==> config.mk <==
export PLATFORM = sky130hd
export DESIGN_NAME = commit_pkt_assembler
export DESIGN_NICKNAME = d
export VERILOG_FILES = /design/src/rtl/VX_gpu_pkg.sv /design/src/rtl/commit_slice_merge.sv /design/src/rtl/commit_pkt_assembler.sv
export SDC_FILE = /design/constraint.sdc
export NUM_CORES = 1
export LEC_CHECK = 0
export BUFFER_PORTS_ARGS = -buffer_cell sky130_fd_sc_hd__buf_2
export CAP_MARGIN = 15
export CORE_MARGIN = 2
export CORE_UTILIZATION = 40
export DETAILED_ROUTE_END_ITERATION = 6
export SLEW_MARGIN = 10
export SYNTH_ARGS = -nofsm -noshare
export SYNTH_HDL_FRONTEND = slang
export SYNTH_SLANG_ARGS = --single-unit
export TNS_END_PERCENT = 5
==> constraint.sdc <==
create_clock -name clk -period 3.8 [get_ports clk]
set_input_delay 0.19 -clock clk [delete_from_list [all_inputs] [get_ports clk]]
set_output_delay 0.19 -clock clk [all_outputs]
set_load 0.03 [all_outputs]
==> src/rtl/VX_gpu_pkg.sv <==
// rtl/VX_gpu_pkg.sv - shared widths, commit header type and pid width helper for the commit path
package VX_gpu_pkg;

   localparam int UUID_WIDTH    = 44;
   localparam int NW_WIDTH      = 4;
   localparam int NR_BITS       = 5;
   localparam int XLEN          = 32;
   localparam int PERF_CTR_BITS = 44;

   typedef struct packed {
      logic [UUID_WIDTH-1:0] uuid;
      logic [NW_WIDTH-1:0]   wid;
      logic [NR_BITS-1:0]    rd;
      logic                  wb;
      logic [XLEN-1:0]       PC;
   } commit_hdr_t;

   typedef enum logic {
      ACC_IDLE  = 1'b0,
      ACC_ACCUM = 1'b1
   } acc_state_t;

   // Never below one bit, so a single-packet warp still carries a pid field.
   function automatic int pid_width_f(input int thread_cnt, input int num_lanes);
      int num_pkts;
      num_pkts = thread_cnt / num_lanes;
      return (num_pkts > 1) ? $clog2(num_pkts) : 1;
   endfunction

endpackage

==> src/rtl/commit_slice_merge.sv <==
// rtl/commit_slice_merge.sv - writes one NUM_LANES packet slice into a THREAD_CNT wide commit
module commit_slice_merge #(
   parameter int THREAD_CNT = 8,
   parameter int NUM_LANES  = 2,
   parameter int XLEN       = 32,
   parameter int PID_WIDTH  = 2
) (
   input  logic [THREAD_CNT-1:0]      base_tmask,
   input  logic [THREAD_CNT*XLEN-1:0] base_data,
   input  logic [PID_WIDTH-1:0]       pid,
   input  logic [NUM_LANES-1:0]       slice_tmask,
   input  logic [NUM_LANES*XLEN-1:0]  slice_data,
   output logic [THREAD_CNT-1:0]      merged_tmask,
   output logic [THREAD_CNT*XLEN-1:0] merged_data
);

   localparam int NUM_PKTS = THREAD_CNT / NUM_LANES;

   always_comb begin
      merged_tmask = base_tmask;
      merged_data  = base_data;
      for (int p = 0; p < NUM_PKTS; p++) begin
         if (pid == PID_WIDTH'(p)) begin
            merged_tmask[p*NUM_LANES +: NUM_LANES]           = slice_tmask;
            merged_data[p*NUM_LANES*XLEN +: NUM_LANES*XLEN]  = slice_data;
         end
      end
   end

endmodule

==> src/rtl/commit_pkt_assembler.sv <==
// rtl/commit_pkt_assembler.sv - reassembles pid/sop/eop commit packets into one warp commit; COMMIT_ASM_PERF_EN adds stall/instr counters
module commit_pkt_assembler
   import VX_gpu_pkg::*;
#(
   parameter int THREAD_CNT = 8,
   parameter int NUM_LANES  = 2,
   parameter int PID_WIDTH  = pid_width_f(THREAD_CNT, NUM_LANES)
) (
   input  logic                      clk,
   input  logic                      reset,
   input  logic                      in_valid,
   output logic                      in_ready,
   input  logic [UUID_WIDTH-1:0]     in_uuid,
   input  logic [NW_WIDTH-1:0]       in_wid,
   input  logic [NUM_LANES-1:0]      in_tmask,
   input  logic [NUM_LANES*XLEN-1:0] in_data,
   input  logic [NR_BITS-1:0]        in_rd,
   input  logic                      in_wb,
   input  logic [XLEN-1:0]           in_PC,
   input  logic [PID_WIDTH-1:0]      in_pid,
   input  logic                      in_sop,
   input  logic                      in_eop,
   output logic                      out_valid,
   input  logic                      out_ready,
   output logic [UUID_WIDTH-1:0]     out_uuid,
   output logic [NW_WIDTH-1:0]       out_wid,
   output logic [THREAD_CNT-1:0]     out_tmask,
   output logic [THREAD_CNT*XLEN-1:0] out_data,
   output logic [NR_BITS-1:0]        out_rd,
   output logic                      out_wb,
   output logic [XLEN-1:0]           out_PC,
   output logic                      proto_err
`ifdef COMMIT_ASM_PERF_EN
   ,
   output logic [PERF_CTR_BITS-1:0]  perf_stalls,
   output logic [PERF_CTR_BITS-1:0]  perf_instrs
`endif
);

   acc_state_t                 acc_state, next_state;
   commit_hdr_t                in_hdr, beat_hdr, acc_hdr, obuf_hdr;
   logic [THREAD_CNT-1:0]      acc_tmask, obuf_tmask, base_tmask, merged_tmask;
   logic [THREAD_CNT*XLEN-1:0] acc_data, obuf_data, base_data, merged_data;
   logic                       beat_fire, acc_load, obuf_load, err_set, out_fire;

   assign in_hdr = '{uuid: in_uuid, wid: in_wid, rd: in_rd, wb: in_wb, PC: in_PC};

   // A sop beat starts from an empty warp, whether it opens or restarts an instruction.
   assign base_tmask = in_sop ? '0 : acc_tmask;
   assign base_data  = in_sop ? '0 : acc_data;
   assign beat_hdr   = in_sop ? in_hdr : acc_hdr;
   assign out_fire   = out_valid & out_ready;

   commit_slice_merge #(
      .THREAD_CNT (THREAD_CNT),
      .NUM_LANES  (NUM_LANES),
      .XLEN       (XLEN),
      .PID_WIDTH  (PID_WIDTH)
   ) u_slice_merge (
      .base_tmask   (base_tmask),
      .base_data    (base_data),
      .pid          (in_pid),
      .slice_tmask  (in_tmask),
      .slice_data   (in_data),
      .merged_tmask (merged_tmask),
      .merged_data  (merged_data)
   );

   always_ff @(posedge clk) begin
      if (reset) begin
         acc_state <= ACC_IDLE;
      end else begin
         acc_state <= next_state;
      end
   end

   always_comb begin
      next_state = acc_state;
      in_ready   = in_eop ? (~out_valid | out_ready) : 1'b1;
      beat_fire  = in_valid & in_ready;
      acc_load   = 1'b0;
      obuf_load  = 1'b0;
      err_set    = 1'b0;
      if (beat_fire) begin
         case (acc_state)
            ACC_IDLE: begin
               if (!in_sop) begin
                  err_set = 1'b1;
               end else if (in_eop) begin
                  obuf_load = 1'b1;
               end else begin
                  acc_load   = 1'b1;
                  next_state = ACC_ACCUM;
               end
            end
            ACC_ACCUM: begin
               if (in_sop || (in_wid != acc_hdr.wid)) begin
                  err_set = 1'b1;
               end
               if (in_eop) begin
                  obuf_load  = 1'b1;
                  next_state = ACC_IDLE;
               end else begin
                  acc_load = 1'b1;
               end
            end
            default: next_state = ACC_IDLE;
         endcase
      end
   end

   always_ff @(posedge clk) begin
      if (reset) begin
         out_valid  <= 1'b0;
         proto_err  <= 1'b0;
         acc_tmask  <= '0;
         obuf_tmask <= '0;
      end else begin
         if (acc_load) begin
            acc_tmask <= merged_tmask;
         end
         if (obuf_load) begin
            obuf_tmask <= merged_tmask;
            out_valid  <= 1'b1;
         end else if (out_fire) begin
            out_valid <= 1'b0;
         end
         if (err_set) begin
            proto_err <= 1'b1;
         end
      end
   end

   // Data and header are qualified by tmask/out_valid, so they need no reset.
   always_ff @(posedge clk) begin
      if (acc_load) begin
         acc_data <= merged_data;
         acc_hdr  <= beat_hdr;
      end
      if (obuf_load) begin
         obuf_data <= merged_data;
         obuf_hdr  <= beat_hdr;
      end
   end

   assign out_uuid  = obuf_hdr.uuid;
   assign out_wid   = obuf_hdr.wid;
   assign out_rd    = obuf_hdr.rd;
   assign out_wb    = obuf_hdr.wb;
   assign out_PC    = obuf_hdr.PC;
   assign out_tmask = obuf_tmask;
   assign out_data  = obuf_data;

`ifdef COMMIT_ASM_PERF_EN
   always_ff @(posedge clk) begin
      if (reset) begin
         perf_stalls <= '0;
         perf_instrs <= '0;
      end else begin
         if (in_valid && !in_ready) begin
            perf_stalls <= perf_stalls + PERF_CTR_BITS'(1);
         end
         if (out_fire) begin
            perf_instrs <= perf_instrs + PERF_CTR_BITS'(1);
         end
      end
   end
`endif

endmodule

==> results.txt, run 1 <==
Iteration-0 DRC Markers - 1,266
CP Class - flop to flop
YS warnings - 0
Die Width - 262 µm
number of max-cap violations - 0
post-cts sizing count - 0
core footprint - 66,000 µm²
synthesized area - 26,700 µm²
largest net degree at the start of global routing - 136
final setup TNS - 0 ps
global-route usage over all layers - 0.188
Unique masters post-synth - 30
DR DRC count - 0
via count of the routed design - 16,400
Initial Util - 0.405
number of setup violations in the final report - 0
initial antenna violation count - 4
Post-DRT Antenna Nets - 0
final worst slack - 1330 ps
worst slew pin tran - 1030 ps
crit path capture type - flop
Num CTS Buffers - 75
CP max FO - 126
WP data required - 4330 ps
gpl congestion - 0.785
hpwl dp - 41.1 mm
Slew Limit Headroom - 0.311
commonest non-fill, non-tap cell in the layout - edfxtp_1
status - completed
Seq/Total Area, Yosys - 0.783
CTS sink count - 703
CTS Root Cell - clkbuf_16
Fillers - 5,506
Multi-input gate area - 5320 µm²
I/O pins - 513
most frequent cells in the layout - edfxtp_1 (684), buf_2 (511), o21ai_0 (263)
startpoint types - flop
Seq cells post-synth - 703
row count - 94
Die ar. - 68,800 µm²
Layout area overhead - 28.3%
vias in the first global route - 16,400
pre-CTS setup slack - 1200 ps
Synth Flop Type - edfxtp_1
Min-Delay Path Class - input port to flop
H-tree lvl count - 3
first-pass GRT wire length - 100 mm
Fin Clk Skew - 11.5 ps
pwr dens - 516 nW/µm²
setup repair after global routing missed its margin - false
final hold vios - 0
Static Leakage - 0.0124 µW
Gate Count Post-Synth - 1,750
Worst Path Arrival - 3010 ps
Mapped Avg Cell Area - 15.3 µm²
Max clock buf depth - 3
Final Non-Filler Cells - 3,338
placed cell count - 3,047
Worst-path clk slew - 60 ps
CTS Hold Bufs - 154
GR Overflow Total - 0
TritonCTS clock tree - yes
layout cell share with drive strength beyond 1 - 0.299
Clk Latency, worst-skew pair - 600 ps
max-slew violation count - 0
Max VDD drop - 371 µV
Tcrit/Tclk final - 0.651
Layout Nets - 2,574
Vias/cell - 4.91
asr flop ratio synth - 0
syn_nets - 1,910
register area - 20,900 µm²
Wirelength per Cell - 19.9 µm
final wirelength - 66.5 mm
Min Clock Period, post-route - 2470 ps
number of synthesized flops with an enable pin - 684
Peak Freq - 404 MHz
PortBufs - 512
die height - 262 µm
Setup Fix Bufs, Post-CTS - 0
drt pass-1 iters - 5
==> flip-flops by register name, summed over array words and instances (netlist names), 5 cells and up <==
signal     cells
out_rd         5
out_data     256
out_PC        32
out_tmask      8
acc_hdr       86
acc_data     256
out_uuid      44
acc_tmask      8
==> worst max-delay path, stage by stage, from the launching register on <==
cell           delay [ps]
dfxtp_1               380
nor2_1                 80
or3b_1                610
inv_16                490
nand3_1               150
a21oi_1               140
dlygate4sd3_1         560
==> synthesized netlist by cell type, types with 2 or more instances <==
cell,instances,area share
edfxtp_1,684,0.77
nor2_1,16,0.0022
buf_2,50,0.0094
a21oi_1,19,0.0036
clkbuf_1,51,0.0072
nand2b_1,258,0.060
mux2_2,86,0.036
buf_4,3,0.00084
nor3b_1,8,0.0022
nand3_1,9,0.0017
nand2_1,257,0.036
xor2_1,3,0.00098
a211oi_1,8,0.0022
nor2b_1,2,0.00047
dfxtp_1,19,0.014
o21ai_0,263,0.049
==> final cells by class <==
type | count | area share
Timing Repair Buffer | 693 | 0.131
Multi-Input combinational cell | 939 | 0.155
Antenna cell | 2 | 0.000146
Clock inverter | 46 | 0.0134
Tap cell | 864 | 0.0315
Inverter | 2 | 0.000694
Sequential cell | 703 | 0.610
Clock buffer | 89 | 0.0575
==> worst paths after layout <==
path / slack [ps] / cells after the start / start / endpoint
max: 1330 / 6 / acc_state / acc_tmask[4]
min: 40 / 3 / in_data[18] / acc_data[146]
max reg2reg: 1330 / 6 / acc_state / acc_tmask[4]
min reg2reg: 470 / 2 / acc_tmask[3] / acc_tmask[3]
==> metal layers <==
layer	vias to the layer above	wire, µm	track usage
li1	7699	-	-
met1	8057	27100	0.234
met2	520	32000	0.305
met3	115	5550	0.0649
met4	4	1860	0.0660
met5	-	28	0
==> power breakdown <==
| group | internal, µW | total (µW) | switching [µW] |
|---|---|---|---|
| logic | 483 | 1430 | 944 |
| clock network | 4320 | 7280 | 2960 |
| registers | 8890 | 8970 | 80.9 |
==> stage by stage <==
step / power (µW) / hold WS [ps] / instance area [µm²] / util
after floorplan: 9930 / 377 / 26700 / -
after global placement: 10400 / 468 / 30300 / 0.459
after detailed placement: 10400 / 466 / 30300 / 0.459
after CTS: 17900 / 3.00 / 34300 / 0.519
after global routing: 18300 / 48.4 / 34300 / 0.519
final: 17700 / 37.1 / 34300 / 0.519
==> kinds of logic after synthesis <==
kind of cell	Yosys count	share of synthesized area
DFF	703	0.783
xor gates and xnor gates	4	0.00131
muxes	86	0.0363
and+or+nand+nor	557	0.105
AOI/OAI and AO/OA	292	0.0555
buffers and inverters	108	0.0184
No activity file was read; power rests on OpenSTA's default activity.
==> inputs of run 2 (changes only) <==
Settings changed: ABC_AREA set to 1.
Clock period 3.8 ns to 2.3 ns, I/O delays scaled along.
==> results.txt, run 2 <==
Final Non-Filler Cells - 3,308 (was 3,338)
Num CTS Buffers - 73 (was 75)
Min-Delay Path Class - input port to flop (unchanged)
largest net degree at the start of global routing - 91 (was 136)
PortBufs - 512 (unchanged)
Fin Clk Skew - 19.9 ps (was 11.5 ps)
number of synthesized flops with an enable pin - 684 (unchanged)
Layout area overhead - 29.1% (was 28.3%)
Max VDD drop - 530 µV (was 371 µV)
number of max-cap violations - 0 (unchanged)
most frequent cells in the layout - edfxtp_1 (684), buf_2 (511), o21ai_0 (282) (was edfxtp_1 (684), buf_2 (511), o21ai_0 (263))
Synth top cells by count - edfxtp_1 (684), o21ai_0 (282), nand2_1 (270) (was edfxtp_1 (684), o21ai_0 (263), nand2b_1 (258))
Post-Synth Adder-Cell Area - 0 (unchanged)
Worst Path Arrival - 2190 ps (was 3010 ps)
CP max FO - 71 (was 126)
number of setup violations in the final report - 0 (unchanged)
global-route usage over all layers - 0.197 (was 0.188)
I/O pins - 513 (unchanged)
most common cell in the netlist - edfxtp_1 (unchanged)
Slew Limit Headroom - 0.425 (was 0.311)
Die ar. - 66,200 µm² (was 68,800 µm²)
via count of the routed design - 16,700 (was 16,400)
largest family of logic cells by synthesized area - simple AND/OR/NAND/NOR gates (unchanged)
Post-DRT Antenna Nets - 0 (unchanged)
layout cell share with drive strength beyond 1 - 0.270 (was 0.299)
Vias/cell - 5.04 (was 4.91)
top cell type's share of synthesized area - 0.801 (was 0.769)
GR Overflow Total - 0 (unchanged)
TritonCTS clock tree - yes (unchanged)
hpwl dp - 43.6 mm (was 41.1 mm)
placed cell count - 3,044 (was 3,047)
worst-path cell chain - nor2_1 -> inv_1 -> nand3_2 -> inv_8 -> buf_12 (was nor2_1 -> or3b_1 -> inv_16 -> nand3_1 -> a21oi_1 -> dlygate4sd3_1)
dominant cells by area after synthesis - edfxtp_1 (80%), o21ai_0 (5.5%), nand3_1 (5.2%) (was edfxtp_1 (77%), nand2b_1 (6.0%), o21ai_0 (4.9%))
gpl congestion - 0.818 (was 0.785)
Fillers - 5,246 (was 5,506)
Initial Util - 0.406 (was 0.405)
CTS Root Cell - clkbuf_16 (unchanged)
Seq/Total Area, Yosys - 0.816 (was 0.783)
CTS Hold Bufs - 132 (was 154)
row count - 92 (was 94)
pre-CTS setup slack - 286 ps (was 1200 ps)
Clk Latency, worst-skew pair - 600 ps (about the same)
DR DRC count - 0 (unchanged)
crit path capture type - flop (unchanged)
final worst slack - 338 ps (was 1330 ps)
final hold vios - 0 (unchanged)
syn_nets - 1,912 (was 1,910)
Tcrit/Tclk final - 0.853 (was 0.651)
register area - 20,900 µm² (about the same)
Mapped Avg Cell Area - 14.6 µm² (was 15.3 µm²)
Critical-path top delay cell - dfxtp_1 (was or3b_1)
WP data required - 2530 ps (was 4330 ps)
Setup Fix Bufs, Post-CTS - 0 (unchanged)
asr flop ratio synth - 0 (unchanged)
Die Width - 257 µm (was 262 µm)
Static Leakage - 0.0127 µW (was 0.0124 µW)
max-slew violation count - 0 (unchanged)
Synth Area in Compound Gates - 0.0560 (was 0.0555)
Seq cells post-synth - 703 (unchanged)
core footprint - 63,200 µm² (was 66,000 µm²)
CP Class - flop to flop (unchanged)
Max clock buf depth - 3 (unchanged)
simple-gate share of the synthesized area - 0.0981 (was 0.105)
Min Clock Period, post-route - 1960 ps (was 2470 ps)
area leader, netlist - edfxtp_1 (unchanged)
Worst-path clk slew - 60 ps (about the same)
worst slew pin tran - 863 ps (was 1030 ps)
commonest non-fill, non-tap cell in the layout - edfxtp_1 (unchanged)
drt pass-1 iters - 7 (was 5)
Multi-input gate area - 4000 µm² (was 5320 µm²)
Gate Count Post-Synth - 1,752 (was 1,750)
multiplexer share of the synthesized area - 0 (was 0.0363)
Post-Synth XOR/XNOR Area - 0 (was 0.00131)
vias in the first global route - 16,500 (was 16,400)
synthesized area - 25,700 µm² (was 26,700 µm²)
startpoint types - flop (unchanged)
Wirelength per Cell - 20.3 µm (was 19.9 µm)
first-pass GRT wire length - 100 mm (about the same)
Synth Flop Type - edfxtp_1 (unchanged)
Iteration-0 DRC Markers - 1,436 (was 1,266)
CTS sink count - 703 (unchanged)
post-cts sizing count - 0 (unchanged)
H-tree lvl count - 3 (unchanged)
die height - 257 µm (was 262 µm)
status - completed (unchanged)
Layout Nets - 2,565 (was 2,574)
CP peak stage delay - 380 ps (was 610 ps)
Final Total Pwr - 28,800 µW (was 17,700 µW)
Peak Freq - 510 MHz (was 404 MHz)
pwr dens - 869 nW/µm² (was 516 nW/µm²)
Unique masters post-synth - 17 (was 30)
setup repair after global routing missed its margin - false (unchanged)
initial antenna violation count - 2 (was 4)
YS warnings - 0 (unchanged)
final wirelength - 67.1 mm (was 66.5 mm)
[run 2: cell count changes in the layout (fill, tap and decap cells not counted), sizes merged, moves of 3 or more]
| cell | change |
|---|---|
| a211oi | -8 |
| a21oi | -14 |
| buf | +12 |
| clkinv | -4 |
| dlygate4sd3 | -22 |
| inv | +81 |
| mux2 | -86 |
| nand2 | +13 |
| nand2b | -258 |
| nand3 | +258 |
| nor2 | +17 |
| nor3b | -8 |
| o21ai | +18 |
| xor2 | -3 |
[run 2: layout make-up]
type	count	area share
well taps	846	0.0320
repair buffers	683	0.134
clock inverters	41	0.0145
clock buffers	89	0.0570
diodes	2	0.000151
multi-input cells	861	0.121
flip-flops and latches	703	0.632
inverters	83	0.00986
[run 2: power by group]
group / switching (µW) / internal [µW] / leakage, µW
clock network: 4800 / 6890 / 0.00115
registers: 140 / 14700 / 0.00655
logic: 1590 / 668 / 0.00503
total: 6540 / 22200 / 0.0127
[run 2: path summary, 6_finish.rpt]
kind | from | to | slack (ps) | depth (start not counted)
worst max-delay path | acc_state | acc_data[164] | 340 | 5
worst min-delay path | in_data[53] | acc_data[245] | 20 | 3
worst max register to register | acc_state | acc_data[164] | 340 | 5
worst min register to register | acc_tmask[7] | acc_tmask[7] | 470 | 2
[run 2: logic make-up after synthesis]
kind of cell	after synthesis
buffers and inverters	188
and+or+nand+nor	574
AOI/OAI and AO/OA	287
DFF	703
[run 2: critical path, delay by kind of cell (launching register included)]
kind          cells  cell delay (ps)
buf+inv           3              730
flops             1              380
simple gates      2              350
[run 2: per-layer routing]
| metal | track usage | part of all wire |
|---|---|---|
| met5 | 0 | 0 |
| met1 | 0.264 | 0.42 |
| met3 | 0.0456 | 0.065 |
| met2 | 0.310 | 0.48 |
| met4 | 0.0832 | 0.039 |
[run 2: through the flow]
stage	TNS, ps	hold WS, ps	utilization	area (µm²)
after floorplan	-3363520	174	-	25700
after global placement	0	387	0.465	29400
after detailed placement	0	389	0.465	29400
after CTS	0	0.306	0.524	33100
after global routing	0	25.9	0.524	33100
final	0	22.4	0.524	33100
==> inputs of run 3 (changes only) <==
Settings changed: GPL_TIMING_DRIVEN set to 0.
==> results.txt, run 3 (synthesis results as in run 2) <==
grt peak-use layer - met2 (unchanged)
DR DRC count - 0 (unchanged)
Layout area overhead - 30.7% (was 29.1%)
max-slew violation count - 0 (unchanged)
CP max FO - 28 (was 71)
number of setup violations in the final report - 0 (unchanged)
commonest non-fill, non-tap cell in the layout - edfxtp_1 (unchanged)
hold_ws - 26.7 ps (was 22.4 ps)
Wirelength per Cell - 21.8 µm (was 20.3 µm)
met1 Track Usage GR - 0.288 (was 0.264)
crit path capture type - flop (unchanged)
post-layout util - 0.531 (was 0.524)
WP data required - 2600 ps (was 2530 ps)
GR Overflow Total - 0 (unchanged)
Post-DRT Antenna Nets - 0 (unchanged)
worst slew pin tran - 646 ps (was 863 ps)
setup repair after global routing missed its margin - false (unchanged)
CTS sink count - 703 (unchanged)
Peak Freq - 455 MHz (was 510 MHz)
Min Clock Period, post-route - 2200 ps (was 1960 ps)
row count - 92 (unchanged)
number of max-cap violations - 0 (unchanged)
Worst Path Arrival - 2500 ps (was 2190 ps)
TritonCTS clock tree - yes (unchanged)
pwr dens - 853 nW/µm² (was 869 nW/µm²)
Placed Area - 29,900 µm² (was 29,400 µm²)
most frequent cells in the layout - edfxtp_1 (684), buf_2 (553), o21ai_0 (282) (was edfxtp_1 (684), buf_2 (511), o21ai_0 (282))
CTS Root Cell - clkbuf_16 (unchanged)
PortBufs - 512 (unchanged)
gpl congestion - 0.823 (was 0.818)
via count of the routed design - 17,500 (was 16,700)
Fin Clk Skew - 14.5 ps (was 19.9 ps)
Num CTS Buffers - 76 (was 73)
Fillers - 5,308 (was 5,246)
Iteration-0 DRC Markers - 1,623 (was 1,436)
core footprint - 63,200 µm² (unchanged)
M3 GR Usage - 0.0478 (was 0.0456)
Layout Nets - 2,662 (was 2,565)
final wirelength - 74.3 mm (was 67.1 mm)
WHS Path Cells - 3 (unchanged)
Worst-path clk slew - 60 ps (about the same)
Die ar. - 66,200 µm² (unchanged)
H-tree lvl count - 3 (unchanged)
Max VDD drop - 598 µV (was 530 µV)
initial antenna violation count - 3 (was 2)
Min-Delay Path Class - input port to flop (unchanged)
vias in the first global route - 17,700 (was 16,500)
Worst Reg-to-Reg Cells - 9 (was 5)
Slew Limit Headroom - 0.570 (was 0.425)
Vias/cell - 5.13 (was 5.04)
hpwl dp - 50.3 mm (was 43.6 mm)
die height - 257 µm (unchanged)
I/O pins - 513 (unchanged)
Initial Util - 0.406 (unchanged)
CP Class - flop to flop (unchanged)
startpoint types - flop (unchanged)
Tcrit/Tclk final - 0.955 (was 0.853)
drt pass-1 iters - 5 (was 7)
largest net degree at the start of global routing - 115 (was 91)
status - completed (unchanged)
Static Leakage - 0.0129 µW (was 0.0127 µW)
cell area after layout - 33,500 µm² (was 33,100 µm²)
first-pass GRT wire length - 110 mm (was 100 mm)
Clk Latency, worst-skew pair - 600 ps (about the same)
Max clock buf depth - 3 (unchanged)
Die Width - 257 µm (unchanged)
global-route usage over all layers - 0.220 (was 0.197)
met2 GRT Util - 0.362 (was 0.310)
final hold vios - 0 (unchanged)
layout cell share with drive strength beyond 1 - 0.273 (was 0.270)
run 3: changes by cell type in the layout (fill, tap and decap cells not counted), sizes merged:
cell / before / now
buf: 551 / 599
bufbuf: 0 / 1
bufinv: 9 / 3
clkbuf: 89 / 138
clkinv: 28 / 33
clkinvlp: 2 / 1
dlygate4sd3: 132 / 130
inv: 85 / 89
run 3: cell type report:
type / instances / area (µm²) / share of cell area
antenna: 2 / 5.00 / 0.000149
buffer: 105 / 468 / 0.0140
clock buffer: 92 / 1980 / 0.0591
clock inverter: 42 / 304 / 0.00907
inverter: 83 / 324 / 0.00966
multi-input combinational: 861 / 3980 / 0.119
sequential: 703 / 20900 / 0.624
tap: 846 / 1060 / 0.0316
timing repair buffer: 671 / 4480 / 0.134
timing repair inverter: 1 / 8.76 / 0.000261
run 3: worst max-delay path, stage by stage, from the launching register on:
cell,delay [ps]
dfxtp_4,360
nand3_4,90
nand2_4,70
nor3_4,240
buf_12,140
buf_8,230
buf_16,190
buf_16,170
buf_8,190
buf_16,180
run 3: power by group:
group | internal (µW) | leakage, µW | total (µW) | switching, µW
sequential | 14700 | 0.00655 | 14800 | 134
clock | 6480 | 0.00112 | 11400 | 4910
combinational | 722 | 0.00525 | 2400 | 1680
total | 21900 | 0.0129 | 28600 | 6720
run 3: layer usage:
layer  wire (µm)  vias up
met3        5480      135
met2       36300      669
li1            -     7938
met1       30200     8733
met4        2350        0
met5           0        -
run 3: worst paths after layout:
kind / startpoint / to / slack (ps)
worst max-delay path: out_valid / out_data[228] / 100
worst min-delay path: in_data[34] / acc_data[98] / 30
worst max register to register: out_valid / out_data[228] / 100
worst min register to register: proto_err / proto_err / 450
run 3: metrics by stage:
stage	std cells	setup WS (ps)	total power, µW	setup TNS (ps)
after floorplan	1752	-7340	16400	-3363520
after global placement	3110	-12850	17300	-5603920
after detailed placement	3137	-456	17300	-53590
after CTS	3406	26.6	28900	0
after global routing	3405	21.0	29600	0
final	3406	104	28600	0
run 3: timing repair:
| action | CTS | global route |
|---|---|---|
| pin swaps | 1 | 1 |
| setup endpoints to repair | 212 | 113 |
| gates cloned | 3 | 0 |
| hold buffers | 130 | 0 |
| gates resized for setup | 6 | 4 |
| endpoints found under the hold margin | 334 | 0 |
| setup buffers | 2 | 0 |
